**src/rtl/responder_pkg.sv**
```systemverilog
// responder_pkg: shared constants for the quiz-responder slice.
// State codes, BCD digit width, the "no player" code and a BCD countdown helper.
package responder_pkg;

  localparam int BCD_W = 4;

  localparam logic [3:0] PLAYER_NONE = 4'd0;

  typedef logic [2:0] state_t;

  localparam state_t ST_IDLE   = 3'd0;
  localparam state_t ST_ARMED  = 3'd1;
  localparam state_t ST_LOCKED = 3'd2;
  localparam state_t ST_DONE   = 3'd3;
  localparam state_t ST_FOUL   = 3'd4;

  // Two-digit BCD decrement that saturates at 00.
  function automatic logic [2*BCD_W-1:0] bcd_dec(input logic [2*BCD_W-1:0] v);
    logic [2*BCD_W-1:0] r;
    if (v == 8'h00) begin
      r = 8'h00;
    end else if (v[BCD_W-1:0] == 4'd0) begin
      r = {v[2*BCD_W-1:BCD_W] - 4'd1, 4'd9};
    end else begin
      r = {v[2*BCD_W-1:BCD_W], v[BCD_W-1:0] - 4'd1};
    end
    return r;
  endfunction

endpackage

```
**src/rtl/responder_if.sv**
```systemverilog
// responder_if: host/key inputs and display/beeper outputs of responder_ctrl.
// master = host side (drives Start/Clear/keys), slave = responder_ctrl.
interface responder_if
  import responder_pkg::*;
#(
  parameter int N_PLAYERS = 4
);

  logic                 Start;
  logic                 Clear;
  logic [N_PLAYERS-1:0] Player_Key;
  logic [3:0]           Player_Number;
  logic [BCD_W-1:0]     TimerH;
  logic [BCD_W-1:0]     TimerL;
  logic                 Buzzer;
  logic                 Foul;

  modport master (
    output Start, Clear, Player_Key,
    input  Player_Number, TimerH, TimerL, Buzzer, Foul
  );

  modport slave (
    input  Start, Clear, Player_Key,
    output Player_Number, TimerH, TimerL, Buzzer, Foul
  );

endinterface

```
**src/rtl/responder_tick.sv**
```systemverilog
// responder_tick: TICK_DIV prescaler. restart forces the count to 0 so the
// next full period begins on the following cycle; tick is a registered
// single-cycle pulse in the last cycle of each period.
module responder_tick #(
  parameter int TICK_DIV = 50_000_000
) (
  input  logic CLK,
  input  logic RST_N,
  input  logic restart,
  output logic tick
);

  localparam int CNT_W = $clog2(TICK_DIV);
  localparam logic [CNT_W-1:0] LAST = CNT_W'(TICK_DIV - 1);

  logic [CNT_W-1:0] cnt_r;
  logic [CNT_W-1:0] cnt_next_s;
  logic             tick_r;

  // Next count: restart or wrap to zero, otherwise advance.
  always_comb begin
    cnt_next_s = cnt_r;
    if (restart) begin
      cnt_next_s = '0;
    end else if (cnt_r == LAST) begin
      cnt_next_s = '0;
    end else begin
      cnt_next_s = cnt_r + CNT_W'(1);
    end
  end

  // Counter and registered tick, high while the count sits at LAST.
  always_ff @(posedge CLK or negedge RST_N) begin
    if (!RST_N) begin
      cnt_r  <= '0;
      tick_r <= 1'b0;
    end else begin
      cnt_r  <= cnt_next_s;
      tick_r <= (cnt_next_s == LAST);
    end
  end

  assign tick = tick_r;

endmodule

```
**src/rtl/responder_ctrl.sv**
```systemverilog
// responder_ctrl: quiz-responder round sequencer.
// Arms a buzz-in window, locks the first (lowest-index) pressing player,
// runs a BCD seconds countdown and drives the beeper.
// Optional early-press detection is compiled in with RESPONDER_FOUL_EN.
module responder_ctrl
  import responder_pkg::*;
#(
  parameter int N_PLAYERS  = 4,
  parameter int TICK_DIV   = 50_000_000,
  parameter int ARM_SEC    = 20,
  parameter int ANSWER_SEC = 30
) (
  input  logic        CLK,
  input  logic        RST_N,
  responder_if.slave  bus
);

  localparam logic [2*BCD_W-1:0] ARM_BCD = {4'(ARM_SEC / 10), 4'(ARM_SEC % 10)};
  localparam logic [2*BCD_W-1:0] ANS_BCD = {4'(ANSWER_SEC / 10), 4'(ANSWER_SEC % 10)};

  state_t             state_r, state_next_s;
  logic [3:0]         player_r, player_next_s;
  logic [2*BCD_W-1:0] timer_r, timer_next_s;
  logic               buzz_r, buzz_next_s;
  logic               foul_r, foul_next_s;
  logic               beep_s;
  logic               key_any_s;
  logic [3:0]         win_s;
  logic               sec_tick_s, sec_restart_s;
  logic               buzz_done_s, buzz_restart_s;
  logic               counting_s;

  assign key_any_s = |bus.Player_Key;

  // Priority encoder: lowest pressed index wins, reported 1-based.
  always_comb begin
    win_s = PLAYER_NONE;
    for (int i = N_PLAYERS - 1; i >= 0; i--) begin
      if (bus.Player_Key[i]) begin
        win_s = 4'(i + 1);
      end else begin
        win_s = win_s;
      end
    end
  end

  // Round sequencing; Clear acts as the synchronous soft reset and wins over all else.
  always_comb begin
    state_next_s  = state_r;
    player_next_s = player_r;
    timer_next_s  = timer_r;
    foul_next_s   = foul_r;
    beep_s        = 1'b0;
    if (bus.Clear) begin
      state_next_s  = ST_IDLE;
      player_next_s = PLAYER_NONE;
      timer_next_s  = 8'h00;
      foul_next_s   = 1'b0;
    end else begin
      case (state_r)
        ST_IDLE: begin
          if (bus.Start) begin
            state_next_s = ST_ARMED;
            timer_next_s = ARM_BCD;
          end
`ifdef RESPONDER_FOUL_EN
          else if (key_any_s) begin
            state_next_s  = ST_FOUL;
            player_next_s = win_s;
            foul_next_s   = 1'b1;
            beep_s        = 1'b1;
          end
`endif
          else begin
            state_next_s = ST_IDLE;
          end
        end
        ST_ARMED: begin
          if (key_any_s) begin
            state_next_s  = ST_LOCKED;
            player_next_s = win_s;
            timer_next_s  = ANS_BCD;
            beep_s        = 1'b1;
          end else if (sec_tick_s) begin
            if (timer_r == 8'h00) begin
              state_next_s = ST_DONE;
              beep_s       = 1'b1;
            end else begin
              timer_next_s = bcd_dec(timer_r);
            end
          end else begin
            state_next_s = ST_ARMED;
          end
        end
        ST_LOCKED: begin
          if (sec_tick_s) begin
            if (timer_r == 8'h00) begin
              state_next_s = ST_DONE;
              beep_s       = 1'b1;
            end else begin
              timer_next_s = bcd_dec(timer_r);
            end
          end else begin
            state_next_s = ST_LOCKED;
          end
        end
        ST_DONE: begin
          state_next_s = ST_DONE;
        end
        ST_FOUL: begin
`ifdef RESPONDER_FOUL_EN
          state_next_s = ST_FOUL;
`else
          state_next_s  = ST_IDLE;
          player_next_s = PLAYER_NONE;
          timer_next_s  = 8'h00;
          foul_next_s   = 1'b0;
`endif
        end
        default: begin
          state_next_s  = ST_IDLE;
          player_next_s = PLAYER_NONE;
          timer_next_s  = 8'h00;
          foul_next_s   = 1'b0;
        end
      endcase
    end
  end

  // Beeper: set on entry events (retrigger restarts), cleared after one tick period.
  always_comb begin
    buzz_next_s = buzz_r;
    if (bus.Clear) begin
      buzz_next_s = 1'b0;
    end else if (beep_s) begin
      buzz_next_s = 1'b1;
    end else if (buzz_done_s) begin
      buzz_next_s = 1'b0;
    end else begin
      buzz_next_s = buzz_r;
    end
  end

  // Seconds prescaler only runs while counting, and restarts on every state entry.
  assign counting_s    = (state_r == ST_ARMED) || (state_r == ST_LOCKED);
  assign sec_restart_s = bus.Clear || (state_next_s != state_r) || !counting_s;
  assign buzz_restart_s = bus.Clear || beep_s || !buzz_r;

  responder_tick #(.TICK_DIV(TICK_DIV)) u_sec_tick (
    .CLK     (CLK),
    .RST_N   (RST_N),
    .restart (sec_restart_s),
    .tick    (sec_tick_s)
  );

  responder_tick #(.TICK_DIV(TICK_DIV)) u_buzz_tick (
    .CLK     (CLK),
    .RST_N   (RST_N),
    .restart (buzz_restart_s),
    .tick    (buzz_done_s)
  );

  // State and registered display/beeper outputs.
  always_ff @(posedge CLK or negedge RST_N) begin
    if (!RST_N) begin
      state_r  <= ST_IDLE;
      player_r <= PLAYER_NONE;
      timer_r  <= 8'h00;
      buzz_r   <= 1'b0;
      foul_r   <= 1'b0;
    end else begin
      state_r  <= state_next_s;
      player_r <= player_next_s;
      timer_r  <= timer_next_s;
      buzz_r   <= buzz_next_s;
      foul_r   <= foul_next_s;
    end
  end

  assign bus.Player_Number = player_r;
  assign bus.TimerH        = timer_r[2*BCD_W-1:BCD_W];
  assign bus.TimerL        = timer_r[BCD_W-1:0];
  assign bus.Buzzer        = buzz_r;
  assign bus.Foul          = foul_r;

endmodule

```
**src/flat_wrapper.sv**
```systemverilog
// flat-port wrapper written by rule: the top's interface ports become plain ports
module responder_ctrl_flat import responder_pkg::*;
#(
  parameter int N_PLAYERS  = 4,
  parameter int TICK_DIV   = 50_000_000,
  parameter int ARM_SEC    = 20,
  parameter int ANSWER_SEC = 30
)
  (CLK, RST_N, bus_Start, bus_Clear, bus_Player_Key, bus_Player_Number, bus_TimerH, bus_TimerL, bus_Buzzer, bus_Foul);
  responder_if #(.N_PLAYERS(N_PLAYERS)) bus_i ();
  input  logic CLK;
  input  logic RST_N;
  input wire logic [$bits(bus_i.Start)-1:0] bus_Start;
  input wire logic [$bits(bus_i.Clear)-1:0] bus_Clear;
  input wire logic [$bits(bus_i.Player_Key)-1:0] bus_Player_Key;
  output wire logic [$bits(bus_i.Player_Number)-1:0] bus_Player_Number;
  output wire logic [$bits(bus_i.TimerH)-1:0] bus_TimerH;
  output wire logic [$bits(bus_i.TimerL)-1:0] bus_TimerL;
  output wire logic [$bits(bus_i.Buzzer)-1:0] bus_Buzzer;
  output wire logic [$bits(bus_i.Foul)-1:0] bus_Foul;
  assign bus_i.Start = bus_Start;
  assign bus_i.Clear = bus_Clear;
  assign bus_i.Player_Key = bus_Player_Key;
  assign bus_Player_Number = bus_i.Player_Number;
  assign bus_TimerH = bus_i.TimerH;
  assign bus_TimerL = bus_i.TimerL;
  assign bus_Buzzer = bus_i.Buzzer;
  assign bus_Foul = bus_i.Foul;
  responder_ctrl #(.N_PLAYERS(N_PLAYERS), .TICK_DIV(TICK_DIV), .ARM_SEC(ARM_SEC), .ANSWER_SEC(ANSWER_SEC)) u_core (.CLK(CLK), .RST_N(RST_N), .bus(bus_i));
endmodule
```
**config.mk**
```make
export PLATFORM = sky130hd
export DESIGN_NAME = responder_ctrl_flat
export DESIGN_NICKNAME = d
export VERILOG_FILES = /design/src/rtl/responder_pkg.sv /design/src/rtl/responder_if.sv /design/src/rtl/responder_tick.sv /design/src/rtl/responder_ctrl.sv /design/src/flat_wrapper.sv
export SDC_FILE = /design/constraint.sdc
export NUM_CORES = 1
export LEC_CHECK = 0
export CORE_MARGIN = 1
export CORE_UTILIZATION = 45
export DETAILED_ROUTE_END_ITERATION = 8
export GPL_TIMING_DRIVEN = 0
export PLACE_DENSITY_LB_ADDON = 0.08
export SYNTH_ARGS = -nofsm -noshare
export SYNTH_HDL_FRONTEND = slang
export SYNTH_SLANG_ARGS = --single-unit
```
**constraint.sdc**
```tcl
create_clock -name CLK -period 3.65 [get_ports CLK]
set_input_delay 0.9125 -clock CLK [delete_from_list [all_inputs] [get_ports CLK]]
set_output_delay 0.9125 -clock CLK [all_outputs]
set_load 0.02 [all_outputs]
```
==> results.md, run 1 <==
| Stage | Item | Value |
| --- | --- | --- |
| outcome | Status | finished, final reports clean |
| power | Power per Cell Area | 318 nW/um2 |
| sta | Highest Clock Rate | 282 MHz |
| sta | Setup WS post-layout | 108 ps |
| clock tree | CTS tree | done |
| worst setup path | Worst EP required | 3880 ps |
| routing | Antenna-violating nets left | 0 |
| flow run | Number of max-cap violations | 0 |
| sta | Transition at the pin with the smallest max-transition slack | 983 ps |
| synthesis | Sequential cell area fraction in the yosys report | 43.2% |
| sta | RSZ-0062 raised after global routing | no |
| floorplanning | Floorplan die area | 9270 um2 |
| worst setup path | Data arrival time at the worst-slack endpoint | 3770 ps |
| worst setup path | Crit Reg-Reg Endpoint | u_core.u_buzz_tick.cnt_r[5] |
| global route | Remaining global-route overflow | 0 |
| synthesis | Yosys warning total | 0 |
| layout | Final core utilization | 52.4% |
| placement | Final estimated routing congestion in global placement | 0.853 |
| worst hold path | Path category of the worst min-delay check | flip-flop to flip-flop |
| routing | Iteration-0 DRC Markers | 146 |
| routing | First-pass detailed-route iteration total | 4 |
| sta | Worst clock skew on the final layout | 13.8 ps |
| worst setup path | Critical path class | primary input to flip-flop |
| floorplanning | Overall die height | 96.3 um |
| layout | # diodes | 0 |
| layout | Final #Nets | 496 |
| worst hold path | Hold_sp | u_core.u_sec_tick.cnt_r[0] |
| sta | Hold Slack | 516 ps |
| clock tree | Clock sinks | 69 |
| floorplanning | Starting density of the core | 46.1% |
| worst setup path | Worst-case reg-to-reg path depth | 9 |
| floorplanning | Top-level I/O count | 22 |
| sta | Worst slew margin | 33.9% |
| placement | Pre-CTS worst setup slack | -403 ps |
| placement | Number of buffer cells added on primary ports | 19 |
| floorplanning | Die X | 96.3 um |
| routing | Vias per cell | 5.56 |
| placement | Sum of net half-perimeters after detailed placement | 6220 um |
| synthesis | Number of library cell types mapped by synthesis | 61 |
| worst setup path | Flop-to-flop setup slack | 660 ps |
| synthesis | Post-synth top flop | sky130_fd_sc_hd__dfrtp_1 |
| global route | Via count of the first global-routing pass | 2976 |
| sta | Count of final hold-check violations | 0 |
| routing | Via count of the routed design | 3312 |
| placement | Placed Instances | 580 |
| layout | Synthesis-to-layout area growth | 13.7% |
| layout | Filler-free cell count of the finished design | 596 |
| global route | Maximum number of pins on one net before global-route repair | 70 |
| layout | Ratio of cells with drive above 1 in the final layout | 6.76% |
| clock tree | H-Tree Level Count | 3 |
| layout | Filler Cell Count | 829 |
| synthesis | Per-instance average area after synthesis | 8.87 um2 |
| power | Leak Pwr | 0.00174 uW |
| floorplanning | Cell row count | 34 |
| synthesis | Flip-flop and latch count after synthesis | 69 |
| routing | Drt drc | 0 |
| worst hold path | Hold Crit Depth | 1 |
| power | Worst vdd ir | 167 uV |
| global route | First-pass GRT wire length | 14800 um |
| worst setup path | Category of the worst setup path capture point | flip-flop |
| clock tree | Clk Tree Root Cell | sky130_fd_sc_hd__clkbuf_8 |
| worst hold path | Hold Crit Endpoint | u_core.u_sec_tick.cnt_r[0] |
| clock tree | Max Root-Sink Buffers | 2 |
| clock tree | Number of buffers inserted by hold repair at cts | 0 |
| routing | Routed wire per std cell | 15.0 um |
| sta | Final worst-path cycle share | 97.1% |
| synthesis | Cells after synthesis | 451 |
| power | Post-route total power | 1450 uW |
| sta | Total count of max-transition violations in the final report | 0 |
| clock tree | Clock slew at reported path FFs | 70 ps |
| synthesis | Fraction of synthesis flops using an asynchronous set or reset pin | 100% |
| floorplanning | Core area | 8680 um2 |
| worst setup path | Worst-path maximum fanout | 8 |
| global route | Number of antenna violations at the first check in global routing | 0 |
| clock tree | Number of buffers created by CTS | 9 |
| routing | Final routed wirelength across all metal layers | 8950 um |
| synthesis | Cell area after synthesis | 4000 um2 |
| worst setup path | Start of the worst register-to-register path | u_core.timer_r[4] |
| worst setup path | Type of element launching the critical path | primary input |
| synthesis | Number of enable-type register cells in the synthesized netlist | 0 |
| sta | Finish-stage setup viols | 0 |
| sta | Final Critical Period | 3540 ps |
| clock tree | Clk Latency, worst-skew pair | 340 ps |
| global route | Global-route usage over all layers | 20.9% |
[final cells by class]
type	instances	area, um2	area share, %
sequential	69	1730	38.0
clock inverter	4	48.8	1.07
timing repair buffer	19	195	4.29
multi-input combinational	352	2150	47.4
inverter	10	37.5	0.826
buffer	22	113	2.48
clock buffer	12	135	2.97
tap	108	135	2.97
[critical path, cell delays in order]
cell and delay, ps:
sky130_fd_sc_hd__clkdlybuf4s50_1 480, sky130_fd_sc_hd__or4_4 480, sky130_fd_sc_hd__a211o_4 390, sky130_fd_sc_hd__or3_1 410, sky130_fd_sc_hd__or4_1 430, sky130_fd_sc_hd__or4_4 440
sky130_fd_sc_hd__a2111oi_4 230
[cells in the mapped netlist, types with 2 or more instances]
| cell type | instances | area share [%] |
|---|---|---|
| sky130_fd_sc_hd__inv_1 | 10 | 0.94 |
| sky130_fd_sc_hd__nor3b_1 | 5 | 0.94 |
| sky130_fd_sc_hd__o211ai_1 | 2 | 0.38 |
| sky130_fd_sc_hd__or2_2 | 4 | 0.63 |
| sky130_fd_sc_hd__nor3_1 | 19 | 2.4 |
| sky130_fd_sc_hd__a211oi_1 | 2 | 0.38 |
| sky130_fd_sc_hd__or4_1 | 3 | 0.56 |
| sky130_fd_sc_hd__buf_4 | 2 | 0.38 |
| sky130_fd_sc_hd__a21oi_1 | 21 | 2.6 |
| sky130_fd_sc_hd__nand2b_1 | 4 | 0.63 |
| sky130_fd_sc_hd__nor2b_1 | 6 | 0.94 |
| sky130_fd_sc_hd__clkbuf_1 | 16 | 1.5 |
| sky130_fd_sc_hd__o2111ai_1 | 2 | 0.44 |
| sky130_fd_sc_hd__o32ai_1 | 2 | 0.44 |
| sky130_fd_sc_hd__nand3_1 | 26 | 3.3 |
| sky130_fd_sc_hd__and3_1 | 7 | 1.1 |
| sky130_fd_sc_hd__buf_6 | 3 | 0.84 |
| sky130_fd_sc_hd__xor2_1 | 26 | 5.7 |
| sky130_fd_sc_hd__nor2_1 | 74 | 6.9 |
| sky130_fd_sc_hd__xnor2_1 | 23 | 5.0 |
| sky130_fd_sc_hd__nor4_1 | 15 | 2.3 |
| sky130_fd_sc_hd__o31ai_1 | 3 | 0.56 |
| sky130_fd_sc_hd__dfrtp_1 | 69 | 43 |
| sky130_fd_sc_hd__or3_1 | 2 | 0.31 |
| sky130_fd_sc_hd__and4_1 | 2 | 0.44 |
| sky130_fd_sc_hd__nor4bb_1 | 2 | 0.50 |
| sky130_fd_sc_hd__nand4_1 | 17 | 2.7 |
| sky130_fd_sc_hd__nand4b_1 | 2 | 0.44 |
| sky130_fd_sc_hd__a31oi_1 | 2 | 0.31 |
| sky130_fd_sc_hd__nand2_1 | 30 | 2.8 |
| sky130_fd_sc_hd__ha_1 | 5 | 1.6 |
| sky130_fd_sc_hd__o21ai_0 | 15 | 1.9 |
| sky130_fd_sc_hd__and4b_1 | 2 | 0.50 |
[cells by family (layout without fill, tap and decap cells)]
logic type               Yosys count  in the layout  share of synthesized area (%)
AND/OR/NAND/NOR                  231            231                           30.0
XOR/XNOR                          49             49                           10.7
AO/OA/AOI/OAI                     63             63                           10.4
adder cells (fa/ha/maj)            6              6                           1.81
buffers and inverters             32             67                           3.75
flip-flops                        69             69                           43.2
other                              1              3                         0.0938
[through the flow]
step	cell area [um2]	setup TNS, ps
after CTS	4540	0
after global placement	4330	-53240
final	4550	0
after detailed placement	4330	-3460
after floorplan	4010	0
after global routing	4550	0
[timing repair]
action | CTS | global route
setup endpoints to repair | 1 | 11
setup buffers | 0 | 0
endpoints found under the hold margin | 0 | 0
resized for setup | 4 | 3
[registers in the layout, summed over array words and instances (netlist names)]
| signal | flops |
|---|---|
| u_core.u_buzz_tick.tick | 1 |
| u_core.bus.Buzzer | 1 |
| u_core.u_buzz_tick.cnt_r | 26 |
| u_core.bus.Player_Number | 3 |
| u_core.u_sec_tick.cnt_r | 26 |
| u_core.u_sec_tick.tick | 1 |
| u_core.timer_r | 8 |
| u_core.state_r | 3 |
[report_power, final]
part | leakage (uW) | switching (uW) | internal, uW | total, uW
clock network | 0.0000943 | 284 | 316 | 599
logic | 0.000681 | 47.9 | 27.0 | 74.9
registers | 0.000960 | 3.41 | 768 | 771
[worst max-delay path by stage]
stage | from | to | slack (ps) | depth (start not counted)
after floorplan | bus_Player_Key[1] | u_core.u_sec_tick.tick | 410 | 6
after global placement | RST_N | u_core.u_sec_tick.cnt_r[25] | -750 | 1
after detailed placement | bus_Player_Key[1] | u_core.u_sec_tick.tick | -400 | 7
after CTS | bus_Player_Key[1] | u_core.u_sec_tick.tick | 10 | 7
after global routing | bus_Player_Key[2] | u_core.u_sec_tick.tick | 40 | 7
final | bus_Player_Key[2] | u_core.u_sec_tick.tick | 110 | 7
[layout by cell type (no fill, tap or decap), types with 7 or more instances in the layout]
master                             n
sky130_fd_sc_hd__nor2_1           74
sky130_fd_sc_hd__dfrtp_1          69
sky130_fd_sc_hd__nand2_1          30
sky130_fd_sc_hd__nand3_1          26
sky130_fd_sc_hd__xor2_1           26
sky130_fd_sc_hd__xnor2_1          23
sky130_fd_sc_hd__a21oi_1          21
sky130_fd_sc_hd__clkbuf_1         19
sky130_fd_sc_hd__nor3_1           19
sky130_fd_sc_hd__nand4_1          17
sky130_fd_sc_hd__nor4_1           15
sky130_fd_sc_hd__o21ai_0          15
sky130_fd_sc_hd__clkdlybuf4s50_1  15
sky130_fd_sc_hd__inv_1            10
sky130_fd_sc_hd__clkbuf_8          9
sky130_fd_sc_hd__and3_1            7
[layer usage]
layer / up-vias / part of all wire (%) / GRT usage (%)
li1: 1663 / - / -
met1: 1590 / 52 / 30.6
met2: 50 / 44 / 31.7
met3: 9 / 3.1 / 2.84
met4: 0 / 1.3 / 7.09
met5: - / 0 / 0
No activity file was read; power rests on OpenSTA's default activity.
==> run 2, diff against run 1 <==
--- a/config.mk
+++ b/config.mk
@@ -5,6 +5,9 @@
 export SDC_FILE = /design/constraint.sdc
 export NUM_CORES = 1
 export LEC_CHECK = 0
+export ABC_AREA = 0
+export CELL_PAD_IN_SITES_DETAIL_PLACEMENT = 0
+export CELL_PAD_IN_SITES_GLOBAL_PLACEMENT = 1
 export CORE_MARGIN = 1
 export CORE_UTILIZATION = 45
 export DETAILED_ROUTE_END_ITERATION = 8
==> constraint.sdc (replaced) <==
create_clock -name CLK -period 3.65 [get_ports CLK]
set_input_delay 0.365 -clock CLK [delete_from_list [all_inputs] [get_ports CLK]]
set_output_delay 0.365 -clock CLK [all_outputs]
set_load 0.02 [all_outputs]
==> run 2 against run 1 <==
  * Worst setup slack gained 420 ps
  * Maximum frequency grew 13%
  * Non-clock buffer count is the same
  * Flip-flop and latch count is the same
  * Critical path depth is the same
  * First-iteration DRC count shrank 2.7%
  * Combinational power shrank 0.8%
  * Final area grew 0.69%
  * Count of clock-buffer cells in the layout shrank 2
  * Sequential share of layout area shrank 0.26 points
  * Critical path type unchanged
  * Largest cell class unchanged
==> results.md, run 2 (synthesis results as in run 1) <==
| Stage | Item | Value |
| --- | --- | --- |
| clock tree | CTS tree | done |
| sta | Count of final hold-check violations | 0 |
| sta | Final Critical Period | 3130 ps |
| routing | Drt drc | 0 |
| placement | Placed Instances | 580 |
| layout | Filler-free cell count of the finished design | 596 |
| global route | Remaining global-route overflow | 0 |
| sta | Final worst-path cycle share | 85.6% |
| worst setup path | Critical path class | primary input to flip-flop |
| floorplanning | Core area | 8680 um2 |
| routing | Iteration-0 DRC Markers | 142 |
| layout | Final core utilization | 52.7% |
| layout | Ratio of cells with drive above 1 in the final layout | 6.97% |
| worst setup path | Worst-case reg-to-reg path depth | 8 |
| routing | First-pass detailed-route iteration total | 4 |
| worst setup path | Flop-to-flop setup slack | 660 ps |
| placement | Total placed instance area | 4330 um2 |
| layout | Synthesis-to-layout area growth | 14.5% |
| worst setup path | Crit Reg-Reg Endpoint | u_core.u_sec_tick.cnt_r[12] |
| clock tree | Max Root-Sink Buffers | 2 |
| routing | Final routed wirelength across all metal layers | 9140 um |
| floorplanning | Top-level I/O count | 22 |
| routing | Top Layer Used | met4 |
| worst setup path | Worst EP required | 3880 ps |
| sta | Highest Clock Rate | 320 MHz |
| clock tree | Clock sinks | 69 |
| global route | Global-route usage over all layers | 21.9% |
| flow run | Number of max-cap violations | 0 |
| worst setup path | Type of element launching the critical path | primary input |
| floorplanning | Overall die height | 96.3 um |
| placement | Pre-CTS worst setup slack | 155 ps |
| floorplanning | Cell row count | 34 |
| sta | Finish-stage setup viols | 0 |
| routing | Via count of the routed design | 3331 |
| routing | Met1 layer wirelength in the final routing | 4780 um |
| sta | Worst slew margin | 31.4% |
| sta | Worst clock skew on the final layout | 12.3 ps |
| worst setup path | Critical Path Source | bus_Player_Key[1] |
| global route | Via count of the first global-routing pass | 3092 |
| routing | Antenna-violating nets left | 0 |
| clock tree | Clock slew at reported path FFs | 80 ps |
| worst setup path | Data arrival time at the worst-slack endpoint | 3360 ps |
| clock tree | Clk Latency, worst-skew pair | 350 ps |
| sta | Transition at the pin with the smallest max-transition slack | 1020 ps |
| layout | Most common cell after layout, fill and taps aside | sky130_fd_sc_hd__nor2_1 |
| routing | Routed wire per std cell | 15.3 um |
| sta | RSZ-0062 raised after global routing | no |
| floorplanning | Die X | 96.3 um |
| outcome | Status | finished, final reports clean |
| floorplanning | Floorplan die area | 9270 um2 |
| sta | Total count of max-transition violations in the final report | 0 |
| placement | Number of buffer cells added on primary ports | 19 |
| layout | # diodes | 0 |
| worst hold path | Path category of the worst min-delay check | primary input to asynchronous set/reset pin |
| power | Leak Pwr | 0.00173 uW |
| placement | Final estimated routing congestion in global placement | 0.837 |
| layout | Summed area of non-filler cells in the final layout | 4580 um2 |
| routing | Vias per cell | 5.59 |
| power | Power per Cell Area | 356 nW/um2 |
| clock tree | Number of buffers inserted by hold repair at cts | 0 |
| worst setup path | Start of the worst register-to-register path | u_core.timer_r[0] |
| clock tree | Number of cells upsized or downsized after cts | 0 |
| clock tree | H-Tree Level Count | 3 |
| clock tree | Clk Tree Root Cell | sky130_fd_sc_hd__clkbuf_8 |
| clock tree | Post-CTS Setup Bufs | 0 |
| routing | Met2 WL post-DR | 3900 um |
| sta | Setup WS post-layout | 524 ps |
| layout | Most frequent cells in the layout | 74 x sky130_fd_sc_hd__nor2_1, 69 x sky130_fd_sc_hd__dfrtp_1, 30 x sky130_fd_sc_hd__nand2_1, 26 x sky130_fd_sc_hd__nand3_1, 26 x sky130_fd_sc_hd__xor2_1 |
| clock tree | Number of buffers created by CTS | 9 |
| worst setup path | Category of the worst setup path capture point | flip-flop |
| worst setup path | Worst-path maximum fanout | 8 |
| routing | Met3 WL | 319 um |
| global route | Maximum number of pins on one net before global-route repair | 70 |
| global route | First-pass GRT wire length | 15400 um |
| floorplanning | Starting density of the core | 46.1% |
| power | Worst vdd ir | 277 uV |
| placement | Sum of net half-perimeters after detailed placement | 6330 um |
| sta | Hold Slack | 118 ps |
| global route | Number of antenna violations at the first check in global routing | 0 |
| layout | Final #Nets | 496 |
| layout | Registers with the highest flip-flop counts | u_core.u_buzz_tick.cnt_r: 26 flops, u_core.u_sec_tick.cnt_r: 26 flops, u_core.timer_r: 8 flops |
[run 2: worst max-delay path: stages]
cell,delay (ps)
sky130_fd_sc_hd__clkdlybuf4s50_1,480
sky130_fd_sc_hd__or4_4,580
sky130_fd_sc_hd__a211o_1,390
sky130_fd_sc_hd__or3_1,430
sky130_fd_sc_hd__or4_1,410
sky130_fd_sc_hd__or4_1,420
sky130_fd_sc_hd__a2111oi_2,270
[run 2: worst max-delay path by stage]
stage	to	slack (ps)	cells past startpoint
2_1_floorplan	u_core.u_sec_tick.tick	960	6
3_3_place_gp	u_core.u_sec_tick.cnt_r[8]	-210	1
3_5_place_dp	u_core.u_sec_tick.tick	150	7
4_1_cts	u_core.u_sec_tick.tick	520	7
5_1_grt	u_core.u_sec_tick.cnt_r[15]	350	8
6_report	u_core.u_sec_tick.tick	520	7
[run 2: power breakdown]
group	switching [uW]	internal, uW
clock network	314	471
logic	47.2	27.0
registers	3.32	768
total	365	1270
[run 2: per-layer routing]
layer  vias to the layer above  GRT usage (%)
met4                         0           6.59
met5                         -              0
met1                      1591           32.6
met3                        15           4.50
li1                       1657              -
met2                        68           31.7
[run 2: layout make-up]
cell class | count | area (um2)
plain buffers | 22 | 113
repair buffers | 19 | 188
fillers | 828 | 4100
inverters | 10 | 37.5
multi-input cells | 352 | 2130
clock inverters | 6 | 110
clock buffers | 10 | 138
flip-flops and latches | 69 | 1730
well taps | 108 | 135
[run 2: metrics by stage]
step           total power (uW)  setup TNS [ps]
2_1_floorplan               824               0
3_3_place_gp                862          -14420
3_5_place_dp                862               0
4_1_cts                    1640               0
5_1_grt                    1680               0
6_report                   1630               0
